==> src/rtl/esdi_pkg.sv <==
// Shared types for the ESDI serial command/status engine.
// State encoding, completion codes and frame length.
package esdi_pkg;

  localparam int CMD_BITS = 17;

  typedef enum logic [3:0] {
    S_IDLE,
    S_TX_SETUP,
    S_TX_WAIT_ACK,
    S_TX_HOLD,
    S_TX_WAIT_NACK,
    S_RX_WAIT_ACK,
    S_RX_HOLD,
    S_RX_WAIT_NACK,
    S_RX_STALL,
    S_WAIT_CMPL,
    S_DONE
  } state_t;

  typedef enum logic [1:0] {
    ST_OK      = 2'd0,
    ST_TIMEOUT = 2'd1,
    ST_PARITY  = 2'd2
  } done_st_t;

endpackage

==> src/rtl/esdi_sync2.sv <==
// Two-flop synchronizer for asynchronous drive-side inputs.
// Clears to 0 on asynchronous active-low reset.
module esdi_sync2 (
  input  logic clk,
  input  logic rst_n,
  input  logic d,
  output logic q
);

  logic meta;

  always_ff @(posedge clk or negedge rst_n) begin
    if (!rst_n) begin
      meta <= 1'b0;
      q    <= 1'b0;
    end else begin
      meta <= d;
      q    <= meta;
    end
  end

endmodule

==> src/rtl/esdi_serial_cmd_engine.sv <==
// Bit-serial ESDI command/status engine: shifts a command out over
// TRANSFER REQ/ACK, reads back status words, reports completion.
module esdi_serial_cmd_engine
  import esdi_pkg::*;
#(
  parameter int DATA_SETUP  = 6,
  parameter int ACK_TO_NREQ = 6,
  parameter int BIT_TIMEOUT = 1_000_000
) (
  input  logic        csr_aclk,
  input  logic        csr_aresetn,
  input  logic        cmd_valid,
  output logic        cmd_ready,
  input  logic [15:0] cmd_word,
  input  logic [1:0]  cmd_resp_words,
  output logic        rsp_valid,
  input  logic        rsp_ready,
  output logic [15:0] rsp_word,
  output logic        rsp_parity_err,
  output logic        done_valid,
  output logic [1:0]  done_status,
  output logic        esdi_transfer_req,
  output logic        esdi_command_data,
  input  logic        esdi_transfer_ack,
  input  logic        esdi_confstat_data,
  input  logic        esdi_command_complete
);

  localparam int CMAX = (DATA_SETUP > ACK_TO_NREQ) ?
                        DATA_SETUP : ACK_TO_NREQ;
  localparam int CW = $clog2(CMAX) + 1;
  localparam int TW = $clog2(BIT_TIMEOUT) + 1;

  localparam logic [CW-1:0] SETUP_END = CW'(DATA_SETUP - 1);
  localparam logic [CW-1:0] HOLD_END  = CW'(ACK_TO_NREQ - 1);
  localparam logic [TW-1:0] TMO_END   = TW'(BIT_TIMEOUT - 1);
  localparam logic [4:0]    LAST_BIT  = 5'(CMD_BITS - 1);

  logic ack_s;
  logic dat_s;
  logic cmpl_s;

  esdi_sync2 u_sync_ack (
    .clk   (csr_aclk),
    .rst_n (csr_aresetn),
    .d     (esdi_transfer_ack),
    .q     (ack_s)
  );

  esdi_sync2 u_sync_dat (
    .clk   (csr_aclk),
    .rst_n (csr_aresetn),
    .d     (esdi_confstat_data),
    .q     (dat_s)
  );

  esdi_sync2 u_sync_cmpl (
    .clk   (csr_aclk),
    .rst_n (csr_aresetn),
    .d     (esdi_command_complete),
    .q     (cmpl_s)
  );

  state_t        state_q;
  state_t        state_n;
  logic [CW-1:0] cnt_q;
  logic [TW-1:0] tmo_q;
  logic [16:0]   tx_sh;
  logic [16:0]   rx_sh;
  logic [4:0]    bit_q;
  logic [1:0]    words_q;
  logic          perr_q;
  logic [1:0]    done_q;

  logic last_bit;
  logic tmo_end;
  logic tmo_hit;
  logic rx_go;
  logic wait_st;
  logic tx_st;
  logic rx_req;
  logic accept;
  logic tx_shift;
  logic rx_samp;
  logic rx_step;
  logic rx_done;

  assign last_bit = (bit_q == LAST_BIT);
  assign tmo_end  = (tmo_q == TMO_END);
  assign rx_go    = !(rsp_valid && !rsp_ready);

  assign wait_st = (state_q == S_TX_WAIT_ACK)  ||
                   (state_q == S_TX_WAIT_NACK) ||
                   (state_q == S_RX_WAIT_ACK)  ||
                   (state_q == S_RX_WAIT_NACK) ||
                   (state_q == S_WAIT_CMPL);

  assign tx_st = (state_q == S_TX_SETUP)    ||
                 (state_q == S_TX_WAIT_ACK) ||
                 (state_q == S_TX_HOLD)     ||
                 (state_q == S_TX_WAIT_NACK);

  assign rx_req = (state_q == S_RX_WAIT_ACK) ||
                  (state_q == S_RX_HOLD);

  assign accept   = (state_q == S_IDLE) && cmd_valid;
  assign tx_shift = (state_q == S_TX_WAIT_NACK) && !ack_s;
  assign rx_samp  = (state_q == S_RX_WAIT_ACK) && ack_s;
  assign rx_step  = (state_q == S_RX_WAIT_NACK) && !ack_s;
  assign rx_done  = rx_step && last_bit;

  always_ff @(posedge csr_aclk or negedge csr_aresetn) begin
    if (!csr_aresetn) begin
      state_q <= S_IDLE;
    end else begin
      state_q <= state_n;
    end
  end

  always_comb begin
    state_n = state_q;
    tmo_hit = 1'b0;
    unique case (state_q)
      S_IDLE: begin
        if (cmd_valid) state_n = S_TX_SETUP;
      end
      S_TX_SETUP: begin
        if (cnt_q == SETUP_END) state_n = S_TX_WAIT_ACK;
      end
      S_TX_WAIT_ACK: begin
        if (ack_s) begin
          state_n = S_TX_HOLD;
        end else if (tmo_end) begin
          state_n = S_DONE;
          tmo_hit = 1'b1;
        end
      end
      S_TX_HOLD: begin
        if (cnt_q == HOLD_END) state_n = S_TX_WAIT_NACK;
      end
      S_TX_WAIT_NACK: begin
        if (!ack_s) begin
          if (!last_bit)
            state_n = S_TX_SETUP;
          else if (words_q == 2'd0)
            state_n = S_WAIT_CMPL;
          else
            state_n = rx_go ? S_RX_WAIT_ACK : S_RX_STALL;
        end else if (tmo_end) begin
          state_n = S_DONE;
          tmo_hit = 1'b1;
        end
      end
      S_RX_WAIT_ACK: begin
        if (ack_s) begin
          state_n = S_RX_HOLD;
        end else if (tmo_end) begin
          state_n = S_DONE;
          tmo_hit = 1'b1;
        end
      end
      S_RX_HOLD: begin
        if (cnt_q == HOLD_END) state_n = S_RX_WAIT_NACK;
      end
      S_RX_WAIT_NACK: begin
        if (!ack_s) begin
          if (!last_bit)
            state_n = S_RX_WAIT_ACK;
          else if (words_q == 2'd1)
            state_n = S_WAIT_CMPL;
          else
            state_n = S_RX_STALL;
        end else if (tmo_end) begin
          state_n = S_DONE;
          tmo_hit = 1'b1;
        end
      end
      // the word just loaded is visible next cycle; re-check here
      S_RX_STALL: begin
        if (rx_go) state_n = S_RX_WAIT_ACK;
      end
      S_WAIT_CMPL: begin
        if (cmpl_s) begin
          state_n = S_DONE;
        end else if (tmo_end) begin
          state_n = S_DONE;
          tmo_hit = 1'b1;
        end
      end
      S_DONE: begin
        state_n = S_IDLE;
      end
      default: begin
        state_n = S_IDLE;
      end
    endcase
  end

  always_ff @(posedge csr_aclk or negedge csr_aresetn) begin
    if (!csr_aresetn) begin
      cnt_q <= '0;
      tmo_q <= '0;
    end else if (state_n != state_q) begin
      cnt_q <= '0;
      tmo_q <= '0;
    end else begin
      if (state_q inside {S_TX_SETUP, S_TX_HOLD, S_RX_HOLD})
        cnt_q <= cnt_q + 1'b1;
      if (wait_st)
        tmo_q <= tmo_q + 1'b1;
    end
  end

  always_ff @(posedge csr_aclk or negedge csr_aresetn) begin
    if (!csr_aresetn) begin
      tx_sh   <= '0;
      rx_sh   <= '0;
      bit_q   <= '0;
      words_q <= '0;
      perr_q  <= 1'b0;
    end else begin
      if (accept) begin
        tx_sh   <= {cmd_word, ~^cmd_word};
        words_q <= cmd_resp_words;
        perr_q  <= 1'b0;
        bit_q   <= '0;
      end
      if (tx_shift) begin
        tx_sh <= {tx_sh[15:0], 1'b0};
        bit_q <= last_bit ? 5'd0 : bit_q + 5'd1;
      end
      if (rx_samp)
        rx_sh <= {rx_sh[15:0], dat_s};
      if (rx_step)
        bit_q <= last_bit ? 5'd0 : bit_q + 5'd1;
      if (rx_done) begin
        words_q <= words_q - 2'd1;
        if (!(^rx_sh)) perr_q <= 1'b1;
      end
    end
  end

  always_ff @(posedge csr_aclk or negedge csr_aresetn) begin
    if (!csr_aresetn) begin
      rsp_valid      <= 1'b0;
      rsp_word       <= '0;
      rsp_parity_err <= 1'b0;
    end else if (rx_done) begin
      rsp_valid      <= 1'b1;
      rsp_word       <= rx_sh[16:1];
      rsp_parity_err <= !(^rx_sh);
    end else if (rsp_ready) begin
      rsp_valid <= 1'b0;
    end
  end

  always_ff @(posedge csr_aclk or negedge csr_aresetn) begin
    if (!csr_aresetn) begin
      done_q <= ST_OK;
    end else if (state_n == S_DONE && state_q != S_DONE) begin
      if (tmo_hit)
        done_q <= ST_TIMEOUT;
      else if (perr_q)
        done_q <= ST_PARITY;
      else
        done_q <= ST_OK;
    end
  end

  assign done_status = done_q;

  always_comb begin
    cmd_ready         = (state_q == S_IDLE);
    done_valid        = (state_q == S_DONE);
    esdi_transfer_req = 1'b0;
    esdi_command_data = 1'b0;
    unique case (1'b1)
      tx_st: begin
        esdi_command_data = tx_sh[16];
        esdi_transfer_req = (state_q == S_TX_WAIT_ACK) ||
                            (state_q == S_TX_HOLD);
      end
      rx_req: begin
        esdi_transfer_req = 1'b1;
      end
      default: begin
        esdi_transfer_req = 1'b0;
      end
    endcase
  end

endmodule

==> config.mk <==
export PLATFORM = sky130hd
export DESIGN_NAME = esdi_serial_cmd_engine
export DESIGN_NICKNAME = d
export VERILOG_FILES = /design/src/rtl/esdi_pkg.sv /design/src/rtl/esdi_sync2.sv /design/src/rtl/esdi_serial_cmd_engine.sv
export SDC_FILE = /design/constraint.sdc
export NUM_CORES = 1
export LEC_CHECK = 0
export ABC_AREA = 1
export CAP_MARGIN = 20
export CELL_PAD_IN_SITES_DETAIL_PLACEMENT = 0
export CELL_PAD_IN_SITES_GLOBAL_PLACEMENT = 1
export CORE_MARGIN = 8
export CORE_UTILIZATION = 43
export CTS_CLUSTER_DIAMETER = 50
export CTS_CLUSTER_SIZE = 16
export DETAILED_ROUTE_END_ITERATION = 10
export GPL_TIMING_DRIVEN = 1
export HOLD_SLACK_MARGIN = 0.12
export PLACE_DENSITY_LB_ADDON = 0.05
export SKIP_CTS_REPAIR_TIMING = 1
export SYNTH_ARGS = -nofsm -noshare
export SYNTH_HDL_FRONTEND = slang
export SYNTH_SLANG_ARGS = --single-unit
==> constraint.sdc <==
create_clock -name csr_aclk -period 2.4 [get_ports csr_aclk]
set_input_delay 0.36 -clock csr_aclk [delete_from_list [all_inputs] [get_ports csr_aclk]]
set_output_delay 0.36 -clock csr_aclk [all_outputs]
set_load 0.03 [all_outputs]
==> impl_results.md <==
- Run status: finished, final reports clean
- Core box area: 11300 um2
- Initial Util: 43.7%
- Final Net Count: 686
- Kind of cell adding the most delay to the critical path: buffers and inverters
- Total track usage: 15.4%
- Final setup viols: 0
- Synth top area share: 49.1%
- Slowest stage cell, crit path: clkdlybuf4s50_1
- Sequential share of the synthesized area: 49.1%
- Worst rel slew slack: 64.2%
- Share of cells above drive strength 1: 8.50%
- Met3 Usage GRT: 5.25%
- Initial antenna violation count: 0
- Peak VDD IR: 0.632 mV
- Filler cell count: 1114
- Largest area contributor in the netlist: dfrtp_1
- Setup crit start: state_q[3]
- Number of I/O port buffers: 48
- TritonCTS Buffers: 9
- Routed Antenna Nets: 0
- Period utilization: 92.6%
- Final non-filler cell total: 802
- Tot Pwr: 4.74 mW
- Via count: 3913
- WP buf/inv: 1
- Clock transition at path regs: 0.07 ns
- CTS Buffer Depth: 2
- Clock sink total: 97
- Number of inserted diodes: 0
- CP required: 2.04 ns
- Mapped Nets: 631
- CP Class: flip-flop to primary output
- CTS tree: built
- CP Capture Point: done_valid
- Syn Std Cell Area: 4940 um2
- Crit. End Element: primary output
- Routability cong.: 0.854
- Final min period: 2.22 ns
- PwrDens: 800 nW/um2
- Pre-antenna DRT Iters: 4
- Final Cell Area: 5930 um2
- Final Hold Vio Count: 0
- Worst EP arrival: 1.86 ns
- WP depth: 3
- WL/cell: 13.4 um
- Synth warn: 0
- Syn_area_per_cell: 8.25 um2
- Maxcap violations: 0
- HP Class: flip-flop to flip-flop
- H-tree levels: 3
- Skew-Pair Late Insertion Delay: 0.35 ns
- Number of synthesized register bits: 97
- I/O pin total: 49
- Hpwl dp: 7.92 mm
- Area post-placement: 5620 um2
- Die H: 123 um
- Die width: 123 um
- Reg-to-Reg Start: bit_q[0]
- Drt first-iter violations: 303
- Max Clock Skew: 0.00848 ns
- Post-synth cell types: 31
- Vias in the first global route: 3801
- Row count: 39
- Worst-path cell chain: nand2_2 -> nor2_1 -> clkdlybuf4s50_1
- Vias/cell: 4.88
- Slowest stage delay, CP: 0.69 ns
- Largest cells by area after synthesis: dfrtp_1, nand2_1, inv_1, nor2_1, xnor2_1
- Clock Tree Root: clkbuf_16
- DRC Markers: 0
- Worst R2R Setup Slack: 0.28 ns
- Worst slew pin tran: 0.536 ns
- Final Max Slew Viols: 0
- Die Area: 15200 um2
- F_max: 450 MHz
- Placed cells: 785
- GRT met2 Usage: 23.4%
- Drt total wl: 10.7 mm
- First-pass GRT wire length: 18.6 mm
- Max FO, Critical Path: 5
- Routing usage on met1: 20.5%
- Crit Reg-Reg Endpoint: tmo_q[5]
- RSZ-0062 raised after global routing: no
- Area growth syn-to-layout: 19.9%
- Total gr overflow: 0
- Largest net degree at the start of global routing: 54
- Syn Inst Count: 599
- Hold Crit Start: u_sync_dat.meta
- Top Usage Layer GRT: met2
- Startpoint types: flip-flop
- Lkg Pwr: 2.85 nW
- Path depth of the worst reg2reg path: 14
## synth_stat cells
cell type / count
a21oi_1: 14
a22o_1: 1
a31oi_1: 1
buf_2: 4
buf_6: 3
clkbuf_1: 8
clkinv_1: 2
dfrtp_1: 97
ha_1: 7
inv_1: 70
inv_2: 6
mux2_2: 1
mux2i_1: 1
nand2_1: 153
nand2_2: 9
nand3_1: 30
nand3_2: 1
nand3b_1: 1
nand4_1: 8
nor2_1: 65
nor2_2: 9
nor2_4: 2
nor3_1: 5
nor3_2: 1
o2111ai_1: 1
o211ai_1: 3
o21ai_0: 35
o221ai_1: 14
o22ai_1: 1
xnor2_1: 24
xor2_1: 22
## routing by layer
metal / vias to the layer above / wire length (um)
met5: - / 0
met4: 0 / 34
met3: 2 / 555
met2: 61 / 4980
met1: 1848 / 5160
li1: 2002 / -
## how the worst min path moves through the flow
stage / to / depth (start not counted)
final: u_sync_dat.q / 0
after global routing: u_sync_cmpl.q / 0
after CTS: rx_sh[6] / 1
after detailed placement: tmo_q[11] / 1
after global placement: tmo_q[11] / 1
after floorplan: bit_q[0] / 0
## cell families after synthesis
| logic type | Yosys count | share of synthesized area [%] |
|---|---|---|
| muxes | 2 | 0.430 |
| xor gates and xnor gates | 46 | 8.15 |
| and+or+nand+nor | 284 | 24.4 |
| adders and majority gates | 7 | 1.77 |
| buffers and inverters | 93 | 7.62 |
| DFF | 97 | 49.1 |
| AOI/OAI and AO/OA | 70 | 8.51 |
## state kept, by name (all words and copies together) (netlist names), 2 cells and up
name         count
tmo_q           21
bit_q            5
state_q          4
rx_sh           17
cnt_q            4
done_status      2
words_q          2
tx_sh           17
rsp_word        16
## power breakdown
group	internal [mW]	switching [mW]	leakage [nW]	total, mW
Clock	0.737	0.692	0.143	1.43
Combinational	0.532	0.787	1.41	1.32
Sequential	1.87	0.128	1.29	2.00
## cells in the final DEF (no fill, tap or decap)
cell / n
nand3_1: 30
buf_12: 2
o221ai_1: 14
o22ai_1: 1
a21oi_1: 14
nor2_4: 2
nand2_2: 9
inv_6: 3
nand3_2: 1
clkdlybuf4s50_1: 44
xor2_1: 22
xnor2_1: 24
clkinv_1: 2
nor3_1: 5
nor2_2: 9
mux2_2: 1
inv_8: 3
mux2i_1: 1
dlymetal6s2s_1: 3
nor3_2: 1
inv_2: 6
a31oi_1: 1
o2111ai_1: 1
o21ai_0: 35
nor2_1: 65
dfrtp_1: 97
ha_1: 7
nand2_1: 153
nand3b_1: 1
clkinvlp_4: 1
o211ai_1: 3
dlygate4sd3_1: 1
clkbuf_16: 9
inv_1: 70
a22o_1: 1
nand4_1: 8
buf_4: 9
## final cells by class
class                           count  area, um2  share of cell area, %
Clock buffer                        9        225                   3.80
Clock inverter                      7       67.6                   1.14
Inverter                           78        293                   4.94
Multi-Input combinational cell    409       2140                   36.1
Sequential cell                    97       2430                   41.0
Tap cell                          143        179                   3.02
Timing Repair Buffer               59        596                   10.1
## metrics by stage
step	utilization [%]	setup TNS, ns	hold WS (ns)	setup slack (ns)
final	52.3	0	0.353	0.178
after global routing	52.3	0	0.373	0.0460
after CTS	52.2	-0.154	-0.114	-0.117
after detailed placement	49.6	0	0.268	0.258
after global placement	49.6	0	0.264	0.229
after floorplan	-	0	0.0644	0.430
Note: power is estimated with default switching activity, not from simulation.
==> RTL edit 1 (same settings) <==
Change the parameter `ACK_TO_NREQ` from 6 to 3.
--- a/src/rtl/esdi_serial_cmd_engine.sv
+++ b/src/rtl/esdi_serial_cmd_engine.sv
@@ -4,7 +4,7 @@
   import esdi_pkg::*;
 #(
   parameter int DATA_SETUP  = 6,
-  parameter int ACK_TO_NREQ = 6,
+  parameter int ACK_TO_NREQ = 3,
   parameter int BIT_TIMEOUT = 1_000_000
 ) (
   input  logic        csr_aclk,
Behaviour: same outputs for any inputs over 10 cycles, from zero or initial values and one cycle with csr_aresetn low; that may be too few to reach the edited logic, so the function may still have changed.
==> RTL edit 1 against the original RTL <==
Sequential share of layout area decreased by 0.052 points. Maximum frequency barely moved. Design area increased by 0.13%. Synthesized area rose by 0.58%. Sequential cell count did not move. Routed wire length grew 2.7%. Highest routed layer unchanged. Total power fell by 1.0%. Synthesized cell count down 2.0%. Setup slack improved by 0.00087 ns.
==> RTL edit 1: results (changes against the original RTL) <==
metric,value,unit,change
synth_fa_ha_area_share,2.014,%,+0.24 points
track_usage,15.60,%,+0.25 points
synthTopCellsByCount,"129 x nand2_1, 97 x dfrtp_1, 77 x inv_1, 46 x o21ai_0, 43 x nor2_1",,
status,"finished, final reports clean",,
avgSynthCellArea,8.469,um2,+2.6%
drt-pass1-iter-count,5,,+1
vias,3884,,-0.74%
drt_iter0_markers,261,,-14%
syn_nets,620,,-1.7%
worst_slew_pin_slew,0.5929,ns,+0.05700 ns
dp_hpwl,8118,um,+2.5%
leakage,2.754,nW,-3.2%
dpl.cell_count,773,,-1.5%
r2r-end,tmo_q[16],,
placed_area,5645,um2,+0.53%
yosys-top-cells-area,"dfrtp_1 49%, nand2_1 9.7%, inv_1 5.8%, o21ai_0 4.6%, xnor2_1 4.4%",,
peakVddDrop,0.9062,mV,+43%
ys_types,36,,+16%
grt_pass1_wl,18850,um,+1.4%
synth_xor_area_share,8.809,%,+0.66 points
area_growth,19.36,%,
wl_met3,340,um,-39%
yosysSeqAreaShare,48.83,%,-0.28 points
gp_congestion,0.8326,,-2.5%
finalNonFillerCells,790,,-1.5%
gr-usage-met1,21.07,%,+0.57 points
wire_per_inst,13.94,um,+4.2%
reg2reg_depth,12,,-2
[RTL edit 1: final cells by class]
class / count / share of cell area [%]
flip-flops and latches: 97 / 40.91
repair buffers: 58 / 9.911
clock inverters: 5 / 0.6326
multi-input cells: 390 / 36.17
well taps: 143 / 3.016
clock buffers: 11 / 3.922
inverters: 86 / 5.441
[RTL edit 1: worst max path at each step]
| stage | slack [ns] | endpoint | cells past startpoint |
|---|---|---|---|
| 2_1_floorplan | 0.31 | cnt_q[1] | 14 |
| 3_3_place_gp | 0.26 | esdi_transfer_req | 6 |
| 3_5_place_dp | 0.22 | tmo_q[14] | 12 |
| 4_1_cts | -0.14 | esdi_transfer_req | 6 |
| 5_1_grt | 0.03 | tmo_q[16] | 12 |
| 6_report | 0.18 | done_valid | 4 |
[RTL edit 1: report_power, final]
group	switching, mW	internal [mW]
logic	0.878	0.516
clock network	0.622	0.709
registers	0.116	1.85
==> RTL edit 2 (same flow settings) <==
Without the edit above. Register the input `esdi_confstat_data` before use, with the module's reset. The logic sees it one clock later. The other inputs are not delayed to match.
--- a/src/rtl/esdi_serial_cmd_engine.sv
+++ b/src/rtl/esdi_serial_cmd_engine.sv
@@ -36,6 +36,16 @@
   localparam logic [TW-1:0] TMO_END   = TW'(BIT_TIMEOUT - 1);
   localparam logic [4:0]    LAST_BIT  = 5'(CMD_BITS - 1);
 
+  logic esdi_confstat_data_q;
+
+  always_ff @(posedge csr_aclk or negedge csr_aresetn) begin
+    if (!csr_aresetn) begin
+      esdi_confstat_data_q <= '0;
+    end else begin
+      esdi_confstat_data_q <= esdi_confstat_data;
+    end
+  end
+
   logic ack_s;
   logic dat_s;
   logic cmpl_s;
@@ -50,7 +60,7 @@
   esdi_sync2 u_sync_dat (
     .clk   (csr_aclk),
     .rst_n (csr_aresetn),
-    .d     (esdi_confstat_data),
+    .d     (esdi_confstat_data_q),
     .q     (dat_s)
   );
 
Function: same outputs for any inputs over 10 cycles, from zero or initial values and one cycle with csr_aresetn low; that may be too few to reach the edited logic, so the function may still have changed.
==> RTL edit 2 against the original RTL <==
Total power grew 2.3%. Worst hold slack lost 0.0041 ns. Count of clock-buffer cells in the layout grew 1. Sequential cell count grew 1. Combinational power grew 3%. Design area grew 0.55%. Via count grew 0.54%. Routed wire length is essentially flat. Setup slack gained 0.038 ns. Critical endpoint unchanged. Synthesized area grew 0.51%. Critical path type unchanged. Final cell count is the same. Register-to-register slack gained 0.02 ns.
==> RTL edit 2: results (changes against the original RTL) <==
metric,value,unit,change
status,"finished, final reports clean",,
grt_pass1_wl,18810,um,+1.2%
r2r-end,tmo_q[6],,
wirelength,10730,um,about the same
reg2reg_from,cnt_q[1],,
synthTopCellsByCount,"153 x nand2_1, 98 x dfrtp_1, 70 x inv_1, 65 x nor2_1, 35 x o21ai_0",,
dpl.cell_count,786,,+0.13%
reg2reg_depth,15,,+1
synth-compound-area-share,8.463,%,-0.043 points
wl_met3,548,um,-1.3%
fin_hold_ws,0.3491,ns,-0.004080 ns
sw_frac_of_total,32.82,%,-1.1 points
drt-met1-wl,4992,um,-3.2%
synthMuxAreaShare,0.4282,%,-0.0022 points
r2r_slack,0.30,ns,+0.02 ns
grt_use_met2,24.60,%,+1.2 points
synth_fa_ha_area_share,1.763,%,-0.0089 points
synth_xor_area_share,8.111,%,-0.041 points
final_nets,687,,+0.15%
track_usage,15.55,%,+0.20 points
max_slew_margin,64.65,%,+0.47 points
critPathCapture,done_valid,,
wire_per_inst,13.38,um,about the same
gp_congestion,0.8866,,+3.8%
place_ws,0.2327,ns,-0.02485 ns
timing.final.crit_share,90.97,%,-1.6 points
gr-usage-met1,19.43,%,-1.1 points
grt_pass1_vias,4001,,+5.3%
grt_max_degree,53,,-1.9%
ys_types,31,,unchanged
leakage,2.864,nW,+0.64%
largest_reg_flops,21,,unchanged
skew,0.007963,ns,-0.0005189 ns
drt_iter0_markers,256,,-16%
wl_met2,5010,um,+0.64%
placed_area,5640,um2,+0.45%
yosys-top-cells-area,"dfrtp_1 49%, nand2_1 12%, inv_1 5.3%, nor2_1 4.9%, xnor2_1 4.2%",,
peakVddDrop,0.8340,mV,+32%
arrival,1.82,ns,-0.04 ns
drive_above_1_share,8.346,%,-0.15 points
yosysSeqAreaShare,49.37,%,+0.26 points
dp_hpwl,7821,um,-1.3%
largest_registers,"tmo_q: 21 flops, rx_sh: 17 flops, tx_sh: 17 flops",,
netlist_instances,600,,+0.17%
fill_cells,1139,,+2.2%
htreeDepth,3,,unchanged
syn_nets,632,,+0.16%
hold_end,u_sync_cmpl.q,,
grt_use_met3,5.708,%,+0.46 points
cp_max_fo,5,,unchanged
hp-start,u_sync_cmpl.meta,,
vias,3934,,+0.54%
critPathLaunch,state_q[3],,
RTL edit 2: cell count changes in the layout (fill, tap and decap cells not counted), sizes merged:
cell	unedited run	this run
bufinv	0	1
clkbuf	9	10
clkinv	2	4
clkinvlp	1	0
dfrtp	97	98
inv	82	78
RTL edit 2: power by group through the flow:
stage          sequential [mW]  combinational (mW)  clock (mW)
2_1_floorplan             2.00                1.01           0
3_5_place_dp              2.05                1.37           0
3_3_place_gp              2.04                1.35           0
5_1_grt                   2.05                1.53        1.60
6_report                  2.02                1.36        1.48
4_1_cts                   2.02                1.38        1.53
RTL edit 2: final cells by class:
cell class,instances,area [um2],area share [%]
Timing Repair Buffer,59,595.6,9.996
Clock buffer,10,239.0,4.011
Clock inverter,5,61.31,1.029
Tap cell,143,178.9,3.003
Multi-Input combinational cell,409,2138,35.89
Sequential cell,98,2452,41.16
Inverter,78,292.8,4.914
